## config.mk

```make
export PLATFORM = sky130hd
export DESIGN_NAME = rggen_apb_csr_array
export DESIGN_NICKNAME = d
export VERILOG_FILES = /design/src/rtl/rggen_apb_csr_array.sv
export SDC_FILE = /design/constraint.sdc
export NUM_CORES = 1
export LEC_CHECK = 0
export BUFFER_PORTS_ARGS = -buffer_cell sky130_fd_sc_hd__buf_4
export CORE_ASPECT_RATIO = 0.7
export CORE_MARGIN = 3
export CORE_UTILIZATION = 45
export CTS_CLUSTER_SIZE = 16
export DETAILED_ROUTE_END_ITERATION = 16
export PLACE_DENSITY = 0.71
export SLEW_MARGIN = 10
export SYNTH_ARGS = -nofsm -noshare
export SYNTH_HDL_FRONTEND = slang
export SYNTH_SLANG_ARGS = --single-unit
export TNS_END_PERCENT = 30
```

## constraint.sdc

```tcl
create_clock -name clk -period 9 [get_ports clk]
set_input_delay 0 -clock clk [delete_from_list [all_inputs] [get_ports clk]]
set_output_delay 0 -clock clk [all_outputs]
set_load 0.005 [all_outputs]
```

## src/rtl/rggen_apb_csr_array.sv

```systemverilog
// APB slave with an array of RW data registers plus a W1C event STATUS
// register and an interrupt ENABLE register driving a registered o_irq.
module rggen_apb_csr_array #(
    parameter int                ADDRESS_WIDTH = 7,
    parameter int                DATA_WIDTH    = 32,
    parameter int                NUM_REGS      = 3,
    parameter logic [31:0]       INITIAL_VALUE = 32'h0000_0000,
    parameter int                WAIT_CYCLES   = 0
) (
    input  logic                           clk,
    input  logic                           rst_n,
    input  logic                           psel,
    input  logic                           penable,
    input  logic                           pwrite,
    input  logic [ADDRESS_WIDTH-1:0]       paddr,
    input  logic [DATA_WIDTH-1:0]          pwdata,
    input  logic [DATA_WIDTH/8-1:0]        pstrb,
    output logic                           pready,
    output logic                           pslverr,
    output logic [DATA_WIDTH-1:0]          prdata,
    output logic [NUM_REGS*DATA_WIDTH-1:0] o_value,
    input  logic [NUM_REGS-1:0]            i_event,
    output logic                           o_irq
);

    typedef enum logic [1:0] {IDLE, WAIT, DONE} state_t;

    state_t                  state;
    logic [1:0]              wait_cnt;
    logic [DATA_WIDTH-1:0]   value [NUM_REGS];
    logic [NUM_REGS-1:0]     status;
    logic [NUM_REGS-1:0]     enable;

    logic [31:0]             addr_ext;
    logic [29:0]             word_idx;
    logic                    addr_err;
    logic                    access;
    logic                    wait_last;
    logic                    finish;
    logic                    commit;
    logic [DATA_WIDTH-1:0]   wmask;
    logic [DATA_WIDTH-1:0]   rdata;
    logic [NUM_REGS-1:0]     status_clr;

    function automatic logic [DATA_WIDTH-1:0] strb_mask(input logic [DATA_WIDTH/8-1:0] strb);
        strb_mask = '0;
        for (int b = 0; b < DATA_WIDTH/8; b++) begin
            strb_mask[8*b +: 8] = {8{strb[b]}};
        end
    endfunction

    assign addr_ext  = 32'(paddr);
    assign word_idx  = addr_ext[31:2];
    // Words 0..NUM_REGS-1 are data, NUM_REGS is STATUS, NUM_REGS+1 is ENABLE.
    assign addr_err  = (addr_ext[1:0] != 2'b00) || (word_idx > 30'(NUM_REGS + 1));
    assign access    = psel && penable;
    assign wait_last = (WAIT_CYCLES == 0) || (wait_cnt == 2'(WAIT_CYCLES - 1));
    assign commit    = (state == DONE) && psel && pwrite && !addr_err;
    assign wmask     = strb_mask(pstrb);

    always_comb begin
        finish = 1'b0;
        if (state == IDLE && access && WAIT_CYCLES == 0) begin
            finish = 1'b1;
        end else if (state == WAIT && psel && wait_last) begin
            finish = 1'b1;
        end
    end

    always_comb begin
        rdata = '0;
        if (!addr_err) begin
            for (int k = 0; k < NUM_REGS; k++) begin
                if (word_idx == 30'(k)) begin
                    rdata = value[k];
                end
            end
            if (word_idx == 30'(NUM_REGS)) begin
                rdata[NUM_REGS-1:0] = status;
            end
            if (word_idx == 30'(NUM_REGS + 1)) begin
                rdata[NUM_REGS-1:0] = enable;
            end
        end
    end

    always_comb begin
        status_clr = '0;
        if (commit && word_idx == 30'(NUM_REGS)) begin
            status_clr = pwdata[NUM_REGS-1:0] & wmask[NUM_REGS-1:0];
        end
    end

    always_ff @(posedge clk) begin
        if (!rst_n) begin
            state    <= IDLE;
            wait_cnt <= '0;
            pready   <= 1'b0;
            pslverr  <= 1'b0;
            prdata   <= '0;
            o_irq    <= 1'b0;
            status   <= '0;
            enable   <= '0;
            for (int k = 0; k < NUM_REGS; k++) begin
                value[k] <= INITIAL_VALUE;
            end
        end else begin
            pready  <= finish;
            pslverr <= finish && addr_err;
            prdata  <= (finish && !pwrite) ? rdata : '0;

            case (state)
                IDLE: begin
                    wait_cnt <= '0;
                    if (access) begin
                        state <= (WAIT_CYCLES == 0) ? DONE : WAIT;
                    end
                end
                WAIT: begin
                    if (!psel) begin
                        state <= IDLE;
                    end else if (wait_last) begin
                        state <= DONE;
                    end else begin
                        wait_cnt <= wait_cnt + 2'd1;
                    end
                end
                DONE:    state <= IDLE;
                default: state <= IDLE;
            endcase

            if (commit) begin
                for (int k = 0; k < NUM_REGS; k++) begin
                    if (word_idx == 30'(k)) begin
                        value[k] <= (value[k] & ~wmask) | (pwdata & wmask);
                    end
                end
                if (word_idx == 30'(NUM_REGS + 1)) begin
                    enable <= (enable & ~wmask[NUM_REGS-1:0]) |
                              (pwdata[NUM_REGS-1:0] & wmask[NUM_REGS-1:0]);
                end
            end

            // A new event in the same cycle as a W1C keeps the bit set.
            status <= (status & ~status_clr) | i_event;
            o_irq  <= |(status & enable);
        end
    end

    for (genvar k = 0; k < NUM_REGS; k++) begin : g_value
        assign o_value[DATA_WIDTH*k +: DATA_WIDTH] = value[k];
    end

endmodule

```

==> Word-level counts from Yosys, hierarchy flattened <==
Memory sizes are Yosys's and may differ from the RTL's.
Cells that the tools add are included.
{ "classes": {"order_cmp": 1, "n_eq_ne": 7, "muxes": 27, "bitwise_logic": 21, "reduce_logical": 18} }
{ "op_table": {"columns": ["operator", "count"], "rows": [
  ["$mux W32", 6],
  ["$and A32 B32 Y32", 4],
  ["$or A32 B32 Y32", 3],
  ["$not A32 Y32", 1],
  ["$logic_not A30 Y1", 1],
  ["$mux W1", 15],
  ["$and A3 B3 Y3", 4],
  ["$eq A5 B2 Y1 const B", 2],
  ["$logic_and A1 B1 Y1", 9],
  ["$mux W3", 3],
  ["$not A3 Y3", 2],
  ["$or A3 B3 Y3", 2],
  ["$reduce_or A3 Y1", 2],
  ["$eq A5 B1 Y1 const B", 1],
  ["$eq A5 B3 Y1 const B", 1],
  ["$gt A5 B3 Y1 const B", 1],
  ["$mux W2", 2],
  ["$pmux W2 S2", 1],
  ["$or A1 B1 Y1", 3],
  ["$eq A2 B1 Y1 const B", 1],
  ["$eq A2 B2 Y1 const B", 1],
  ["$logic_not A1 Y1", 2],
  ["$logic_not A2 Y1", 1],
  ["$ne A2 B2 Y1 const B", 1],
  ["other kinds (4)", 5]
]} }
{ "word_totals": {"ff_bits": 43, "ramBits": 96, "input_bits": 51, "out_inout_bits": 131, "elab_cells": 82, "memories": 1} }
{ "mem_list": {"columns": ["name", "depth", "width", "rd", "rd_ports_with_merged_regs", "wr", "line_no", "rtl"], "rows": [
  ["value", 3, 32, 3, 0, 3, "30", "logic [DATA_WIDTH-1:0] value [NUM_REGS];"]
]} }

==> Logic depth before layout (Yosys ltp) <==
Gate-level depths: netlist of run 1.
{ "logic_depth": {"word_depth": 9, "ltp_mapped": 6} }

==> Worst setup path after synthesis of run 1 <==
Ideal clock, no wire load.
{ "synth_path": {"path_type": "register -> register", "from": "reg state[1]", "to": "mem value[0][0], enable pin", "setup_time_ps": 470, "arrival_time_ps": 3124, "slack_ps": 5407, "stages_incl_launch_ff": 5, "n_path_buf": 0, "period_less_slack_ps": 3593, "cell_sequence": "dfxtp_1 nand3_1 nor3_1 nand2_1 o31ai_1"} }
{ "synth_lines": {"columns": ["element", "line_no", "rtl"], "rows": [
  ["start, declared", "28", "state_t state;"],
  ["start signal, assigned", "116", "state <= (WAIT_CYCLES == 0) ? DONE : WAIT;"],
  ["end, declared", "30", null]
]} }

==> results.cfg, run 1 <==
[run_status]
status = complete, no violations

[timing]
fin_crit_ns = 2.44
rsz0062_at_grt = no
final_hold_viol_count = 0
drv_slew = 0
fmax_mhz = 410
skew_ns = 0.00786
period_share_pct = 27.1
fin_hold_ws_ns = 0.0146
worstMarginPinSlew_ns = 0.958
setup_viol = 0
fin_setup_tns_ns = 0
slew_headroom_pct = 35.9

[synthesis]
synthMuxAreaShare_pct = 5.89
yosys.area_share.simple_pct = 18.2
yosysSeqAreaShare_pct = 58.8
synth_nets = 631
ys_ff_latch = 138
synthAdderAreaFrac_pct = 0
syn_avg_cell_area_um2 = 10.9
async_flop_share_pct = 0
ys_warn_count = 0
synth.distinct_cells = 33
syn_inst = 580
netlist_area_mm2 = 0.00633
synth_edf_count = 96
synth_top_family_by_area = simple AND/OR/NAND/NOR gates
synth_compound_area_share_pct = 14.1
synth-main-ff-cell = edfxtp_1
synthXorXnorAreaFrac_pct = 0

[clock_network]
htreeDepth = 4
cts_buffers = 17
root_buffer = clkbuf_16
clk_latency_ns = 0.41
clkSlewWorstSetupHoldPaths_ns = 0.06
cts.path.max_buffers = 2
cts_tree = done
cts_setup_buffers = 0
clock-sinks = 138

[placement]
hpwlAfterDp_um = 11200
post-place-cells = 912
place_congestion = 0.827
io_buffer_count = 181

[detailed_routing]
wl_met2_um = 8120
drc = 0
wirelength_um = 18000
drtPass1Iterations = 6
drt-initial-drc-count = 390
num_vias = 5253
wl_per_cell_um = 18.2
met1_length_um = 8030
wl_met3_um = 1660
ant_nets = 0
viasPerCell = 5.32
top_layer = met4

[floorplanning]
die_h_um = 105
die_w_um = 148
coreArea_mm2 = 0.0134
num_rows = 35
ios = 182
floorplan.initialDensity_pct = 47.1
die_area_mm2 = 0.0156

[global_routing]
grt_pass1_wl_um = 28700
grt_max_degree = 64
grt_pass1_vias = 5275
grt_antenna_before_repair = 0
grtUsageTotal_pct = 23.2
overflow = 0

[setup_path]
cp.required_ns = 9.24
cp_max_fo = 63
critPathCaptureType = flop
cp.arrival_ns = 2.69
crit_path_start_kind = input pin
path_class = in -> reg

[layout]
drive_gt1_share_pct = 32.8
final_common_cell = buf_4
nets = 840
antenna_cells = 0
fin_cells = 987
syn_to_final_growth_pct = 40.5
layout_common_cells = buf_4, nand2b_1, edfxtp_1

[job]
drv_cap = 0

[power_and_ir_drop]
ir_worst_vdd_mv = 0.121
powerDensity_mw_per_mm2 = 184
total_power_uw = 1640
power.leakage_uw = 0.00352

[worst_hold_path]
hp-class = in -> reg
## where the power goes
part | internal (uW) | leakage [uW] | switching [uW] | total (uW)
Sequential | 694 | 0.00133 | 16.2 | 710
Clock | 525 | 0.000320 | 269 | 794
Combinational | 66.9 | 0.00187 | 68.7 | 136
## kinds of logic (layout without fill, tap and decap cells)
family,after synthesis,in the layout
simple gates,222,222
compound gates,144,144
flops,138,138
buf+inv,39,261
mux,37,37
## final timing paths
kind                            cells past startpoint      endpoint  slack [ns]    startpoint
worst max-delay path                                7  value[0][83]        6.56      paddr[6]
worst min-delay path                                3  value[0][27]        0.01    pwdata[27]
worst max register to register                      5  value[0][83]        6.68      state[1]
worst min register to register                      2     prdata[6]        0.55  value[0][70]
## worst max-delay path, stage by stage
cell and delay (ns):
dlygate4sd3_1 0.53, buf_4 0.15, or3_4 0.42, nor4_4 0.32, nand3_4 0.44, buf_4 0.53
a21oi_1 0.24
## what timing repair did
item	CTS	global route
endpoints found under the hold margin	43	0
hold buffers	43	0
gates resized for setup	0	0
## metal layers
metal / GRT usage (%) / up-vias
met3: 6.96 / 19
met1: 32.7 / 2506
met2: 35.2 / 272
met4: 6.25 / 0
met5: 0 / -
li1: - / 2456
## Yosys cell counts, drive strengths merged (2+ instances only)
cell type  count  area [um^2]
buf           13         96.3
nor4           2         27.5
mux2i         35          350
nor2          59          221
nor2b          2         12.5
nand2         43          161
edfxtp        96         2880
nor3           8         40.0
o21ai          6         30.0
nand3          4         25.0
dfxtp         42          841
clkbuf        25         93.8
nand2b        97          607
a21oi        133          816
mux2           2         22.5
and4b          2         20.0
## state kept, by name (all words and copies together) (netlist names), named ones only
name / cells
value: 96
prdata: 32
status: 3
o_irq: 1
pready: 1
pslverr: 1
state: 1
## stage by stage
step | utilization, % | worst slack (ns) | instance area (um^2)
5_1_grt | 66.2 | 6.41 | 8890
2_1_floorplan | - | 5.41 | 6330
6_report | 66.2 | 6.56 | 8890
3_3_place_gp | 58.0 | 6.62 | 7800
4_1_cts | 66.2 | 6.59 | 8890
3_5_place_dp | 58.0 | 6.52 | 7800
## final cells by class
class / instances / area [um^2]
sequential: 138 / 3720
multi-input combinational: 403 / 2450
tap: 185 / 231
clock buffer: 19 / 443
inverter: 1 / 3.75
clock inverter: 13 / 221
timing repair buffer: 228 / 1820
fill: 1042 / 4550
Note: power is estimated with default switching activity, not from simulation.
==> run 2, diff against run 1 <==
ABC_AREA = 1   (was not set)
PLACE_DENSITY = 0.74   (was 0.71)
clock period = 2.1 ns   (was 9 ns; I/O delays follow)
==> run 2 against run 1 <==
  * Clock power grew to 3.7 times the previous value
  * Sequential power grew to 4.3 times the previous value
  * Die area is 4.0% lower
  * Wire length is 3.3% lower
  * Sequential share of layout area is 2.7 points higher
  * Synthesized area is 4.2% lower
  * Largest power group is now sequential cells
==> results.cfg, run 2 <==
[layout]
antenna_cells = 0
final_common_cell = buf_4
fin_cells = 1061
largest_reg_flops = 96
nets = 919
layout_common_cells = buf_4, nor2_1, a21oi_1
finalCoreUtilization_pct = 65.3
top_regs = value x96, prdata x32, status x3
syn_to_final_growth_pct = 37.8
drive_gt1_share_pct = 26.4
fill_cells = 1059
largest-register = value

[synthesis]
synthMuxAreaShare_pct = 0
synthAdderAreaFrac_pct = 0
synth.distinct_cells = 23
syn_avg_cell_area_um2 = 8.92
post-synth-top-area-cell = edfxtp_1
synth_nets = 731
synth.most_common_cell = nor2_1
ys_warn_count = 0
synth_top_family_by_area = simple AND/OR/NAND/NOR gates
netlist_area_mm2 = 0.00606
syn_inst = 680
synth-main-ff-cell = edfxtp_1
synth_common_cells = nor2_1, a21oi_1, nand2_1
synth_compound_area_share_pct = 13.6
synth_area_leaders = edfxtp_1, dfxtp_1, a21oi_1
synthXorXnorAreaFrac_pct = 0
yosys.area_share.simple_pct = 18.4
yosysSeqAreaShare_pct = 61.4
ys_ff_latch = 138
synth_edf_count = 96
synth_top_area_share_pct = 47.5
async_flop_share_pct = 0

[setup_path]
rrSetupSlack_ns = 0.26
rr_worst_depth = 8
path_class = reg -> reg
cp.required_ns = 2.46
r2r_start = state[1]
critPathCaptureType = flop
crit_path_start_kind = flop
cp_max_fo = 6
cp.arrival_ns = 2.20

[worst_hold_path]
worstHoldStart = paddr[1]
whs_endpoint = pslverr
hold_depth = 4
hp-class = in -> reg

[clock_network]
clock-sinks = 138
clk_latency_ns = 0.42
clkSlewWorstSetupHoldPaths_ns = 0.06
root_buffer = clkbuf_16
cts.path.max_buffers = 2
cts_buffers = 17
htreeDepth = 4
cts-resized-gates = 0
cts_tree = done

[global_routing]
grt_pass1_wl_um = 27300
grtUsageTotal_pct = 23.6
grt_max_degree = 97
grt_antenna_before_repair = 0
grt_pass1_vias = 5300
overflow = 0

[floorplanning]
ios = 182
die_area_mm2 = 0.0149
die_h_um = 103
die_w_um = 145
num_rows = 34
floorplan.initialDensity_pct = 47.4
coreArea_mm2 = 0.0128

[timing]
period_share_pct = 87.5
skew_ns = 0.0106
drv_slew = 0
setup_viol = 0
worstMarginPinSlew_ns = 0.706
fin_crit_ns = 1.84
fmax_mhz = 544
rsz0062_at_grt = no
slew_headroom_pct = 52.9
final_hold_viol_count = 0

[detailed_routing]
wirelength_um = 17400
drc = 0
met1_length_um = 7420
num_vias = 5491
viasPerCell = 5.18
drt-initial-drc-count = 463
wl_met2_um = 7790
wl_met3_um = 1810
wl_per_cell_um = 16.4
top_layer = met4
ant_nets = 0
drtPass1Iterations = 5

[placement]
io_buffer_count = 181
hpwlAfterDp_um = 11800
place_congestion = 0.830
post-place-cells = 1015

[job]
drv_cap = 0

[power_and_ir_drop]
ir_worst_vdd_mv = 0.558
powerDensity_mw_per_mm2 = 772
power.leakage_uw = 0.00381

[run_status]
status = complete, no violations
-- run 2: changes by cell type in the layout (fill, tap and decap cells not counted), sizes merged, moves of 27 or more --
cell / change
dlygate4sd3: -29
inv: +53
mux2i: -35
nand2: +83
nand2b: -97
nor2: +85
o21ai: +27
-- run 2: worst max path at each step --
stage,slack (ns),from,endpoint,cells past startpoint
after floorplan,-0.56,state[1],value[0][0],4
after global placement,0.49,paddr[6],value[0][21],7
after detailed placement,0.42,paddr[6],value[0][22],7
after CTS,0.30,state[1],flop,8
after global routing,0.09,state[1],flop,8
final,0.26,state[1],flop,8
-- run 2: metal layers --
metal / up-vias / GRT usage (%)
met5: - / 0
met4: 0 / 9.89
met3: 29 / 5.70
li1: 2633 / -
met2: 303 / 35.6
met1: 2526 / 32.8
-- run 2: what timing repair did --
| item | 4_1_cts | 5_1_grt |
|---|---|---|
| hold buffers | 14 | 0 |
| hold endpoints to repair | 10 | 0 |
| buffers inserted | 0 | 0 |
-- run 2: area by class of cell --
type / count / area, um^2 / share of cell area [%]
clock buffer: 20 / 457 / 5.46
clock inverter: 12 / 124 / 1.48
inverter: 55 / 206 / 2.47
multi-input combinational: 449 / 2000 / 23.9
sequential: 138 / 3720 / 44.5
tap: 180 / 225 / 2.69
timing repair buffer: 207 / 1630 / 19.5
-- run 2: power breakdown --
| part | switching (uW) | leakage (uW) | internal [uW] | total, uW |
|---|---|---|---|---|
| Sequential | 72.0 | 0.00133 | 2970 | 3050 |
| Combinational | 257 | 0.00221 | 225 | 482 |
| Clock | 1130 | 0.000269 | 1800 | 2930 |
| Total | 1460 | 0.00381 | 5000 | 6460 |
-- run 2: critical path, stage by stage (launching register included) --
cell,delay (ns)
dfxtp_1,0.31
inv_1,0.04
nor2_1,0.14
buf_4,0.18
nand4_1,0.25
nand2_1,0.14
nand2_1,0.08
nor2_1,0.10
dlygate4sd3_1,0.55
-- run 2: cell families after synthesis --
kind of cell / Yosys count
AO/OA/AOI/OAI: 164
AND/OR/NAND/NOR: 285
flip-flops: 138
buffers and inverters: 93
-- run 2: metrics by stage --
step | hold slack, ns | setup WS [ns] | TNS (ns) | cell area (um^2) | power [uW]
5_1_grt | 0.0326 | 0.0880 | 0 | 8360 | 6680
3_3_place_gp | 0.239 | 0.485 | 0 | 7640 | 3550
6_report | 0.0140 | 0.263 | 0 | 8360 | 6460
3_5_place_dp | 0.244 | 0.419 | 0 | 7640 | 3560
2_1_floorplan | 0.134 | -0.560 | -35.75 | 6070 | 3290
4_1_cts | 0.00140 | 0.303 | 0 | 8360 | 6500
==> run 3, diff against run 2 <==
CORE_MARGIN = 4   (was 3)
==> run 3 against run 2 <==
  * Non-clock buffer count is 4 higher
  * Sequential power about the same
  * Register-to-register slack is essentially flat
  * Die area increased by 3.3%
  * Utilization decreased by 1.8 points
  * First-iteration DRC count fell by 11%
  * Highest routed layer unchanged
==> results.cfg, run 3 (same netlist as run 2, synthesis figures left out) <==
[worst_hold_path]
hp-class = in -> reg
hold_depth = 4

[power_and_ir_drop]
total_power_uw = 6410
ir_worst_vdd_mv = 0.516
powerDensity_mw_per_mm2 = 766
power.leakage_uw = 0.00383

[layout]
largest-register = value
drive_gt1_share_pct = 26.6
syn_to_final_growth_pct = 37.9
fin_cells = 1070
nets = 923
largest_reg_flops = 96
antenna_cells = 0
layout_common_cells = buf_4, nor2_1, a21oi_1
final_common_cell = buf_4
top_regs = value x96, prdata x32, status x3
multi_input_area_mm2 = 0.00199
ff_latch_area_mm2 = 0.00372
fill_cells = 1152
finalCoreUtilization_pct = 63.5

[floorplanning]
die_h_um = 105
die_area_mm2 = 0.0154
die_w_um = 147
floorplan.initialDensity_pct = 46.0
coreArea_mm2 = 0.0132
num_rows = 35
ios = 182

[setup_path]
cp.required_ns = 2.40
cp.arrival_ns = 2.12
rr_worst_depth = 7
crit_path_start_kind = flop
critPathCaptureType = flop
cp_max_fo = 7
rrSetupSlack_ns = 0.28
path_class = reg -> reg

[clock_network]
cts_setup_buffers = 0
cts_tree = done
cts-resized-gates = 0
clock-sinks = 138
root_buffer = clkbuf_16
htreeDepth = 4
cts_buffers = 17
clk_latency_ns = 0.41
clkSlewWorstSetupHoldPaths_ns = 0.06
cts.path.max_buffers = 2

[global_routing]
grt_antenna_before_repair = 0
grt_util_met2_pct = 33.1
grt_max_degree = 58
overflow = 0
busiest_layer = met2
grtUsageTotal_pct = 22.3
grt_pass1_vias = 5116
use_met3_pct = 6.33
grt_pass1_wl_um = 27300
use_met1_pct = 32.2

[timing]
skew_ns = 0.0122
fin_crit_ns = 1.82
setup_viol = 0
period_share_pct = 86.9
rsz0062_at_grt = no
final_hold_viol_count = 0
slew_headroom_pct = 52.1
worst_slack_ns = 0.276
worstMarginPinSlew_ns = 0.717
drv_slew = 0
fmax_mhz = 548

[placement]
io_buffer_count = 181
place_congestion = 0.836
place_worst_setup_slack_ns = 0.391
hpwlAfterDp_um = 11600
post-place-cells = 1023

[detailed_routing]
viasPerCell = 5.03
drc = 0
wl_per_cell_um = 16.1
ant_nets = 0
drt-initial-drc-count = 414
wirelength_um = 17200
num_vias = 5387
drtPass1Iterations = 5

[run_status]
status = complete, no violations

[job]
drv_cap = 0
run 3: cell types whose count changed in the layout (fill, tap and decap cells not counted), sizes merged:
cell	before	now
buf	193	196
clkbuf	20	21
clkinv	5	6
clkinvlp	5	2
dlygate4sd3	14	15
inv	55	56
run 3: power breakdown:
part	switching [uW]	internal, uW	total, uW
clock	1140	1750	2890
combinational	255	225	480
sequential	68.5	2970	3040
total	1460	4950	6410
run 3: critical path: stages (launching register included):
cell and delay [ns]:
dfxtp_1 0.30, inv_1 0.05, nor2_1 0.13, buf_4 0.18
nand4_1 0.24, nor2_1 0.19, nor2_1 0.06, dlygate4sd3_1 0.55
run 3: routing by layer:
layer | wire, um | vias up | share of wire (%)
met4 | 107 | 0 | 0.62
met1 | 7860 | 2505 | 46
met2 | 7640 | 235 | 44
met3 | 1590 | 10 | 9.2
li1 | - | 2637 | -
met5 | 0 | - | 0
run 3: layout make-up:
cell class	count	area share, %
timing repair buffer	211	19.7
clock buffer	21	5.26
tap	185	2.77
clock inverter	11	1.50
inverter	55	2.47
sequential	138	44.5
multi-input combinational	449	23.8
run 3: path summary, 6_finish.rpt:
kind / start / endpoint
min reg2reg: value[0][11] / prdata[11]
max: state[1] / flop
min: paddr[1] / pslverr
max reg2reg: state[1] / flop
run 3: timing repair:
| action | CTS | global route |
|---|---|---|
| hold buffers | 15 | 0 |
| hold endpoints to repair | 10 | 0 |
| endpoints found under the setup margin | 0 | 0 |
run 3: per-stage QoR:
step           setup TNS, ns  hold slack (ns)  cell area [um^2]
3_3_place_gp               0            0.241              7650
6_report                   0           0.0188              8370
5_1_grt                    0           0.0312              8370
4_1_cts                    0          0.00195              8370
2_1_floorplan         -35.75            0.134              6070
3_5_place_dp               0            0.237              7650
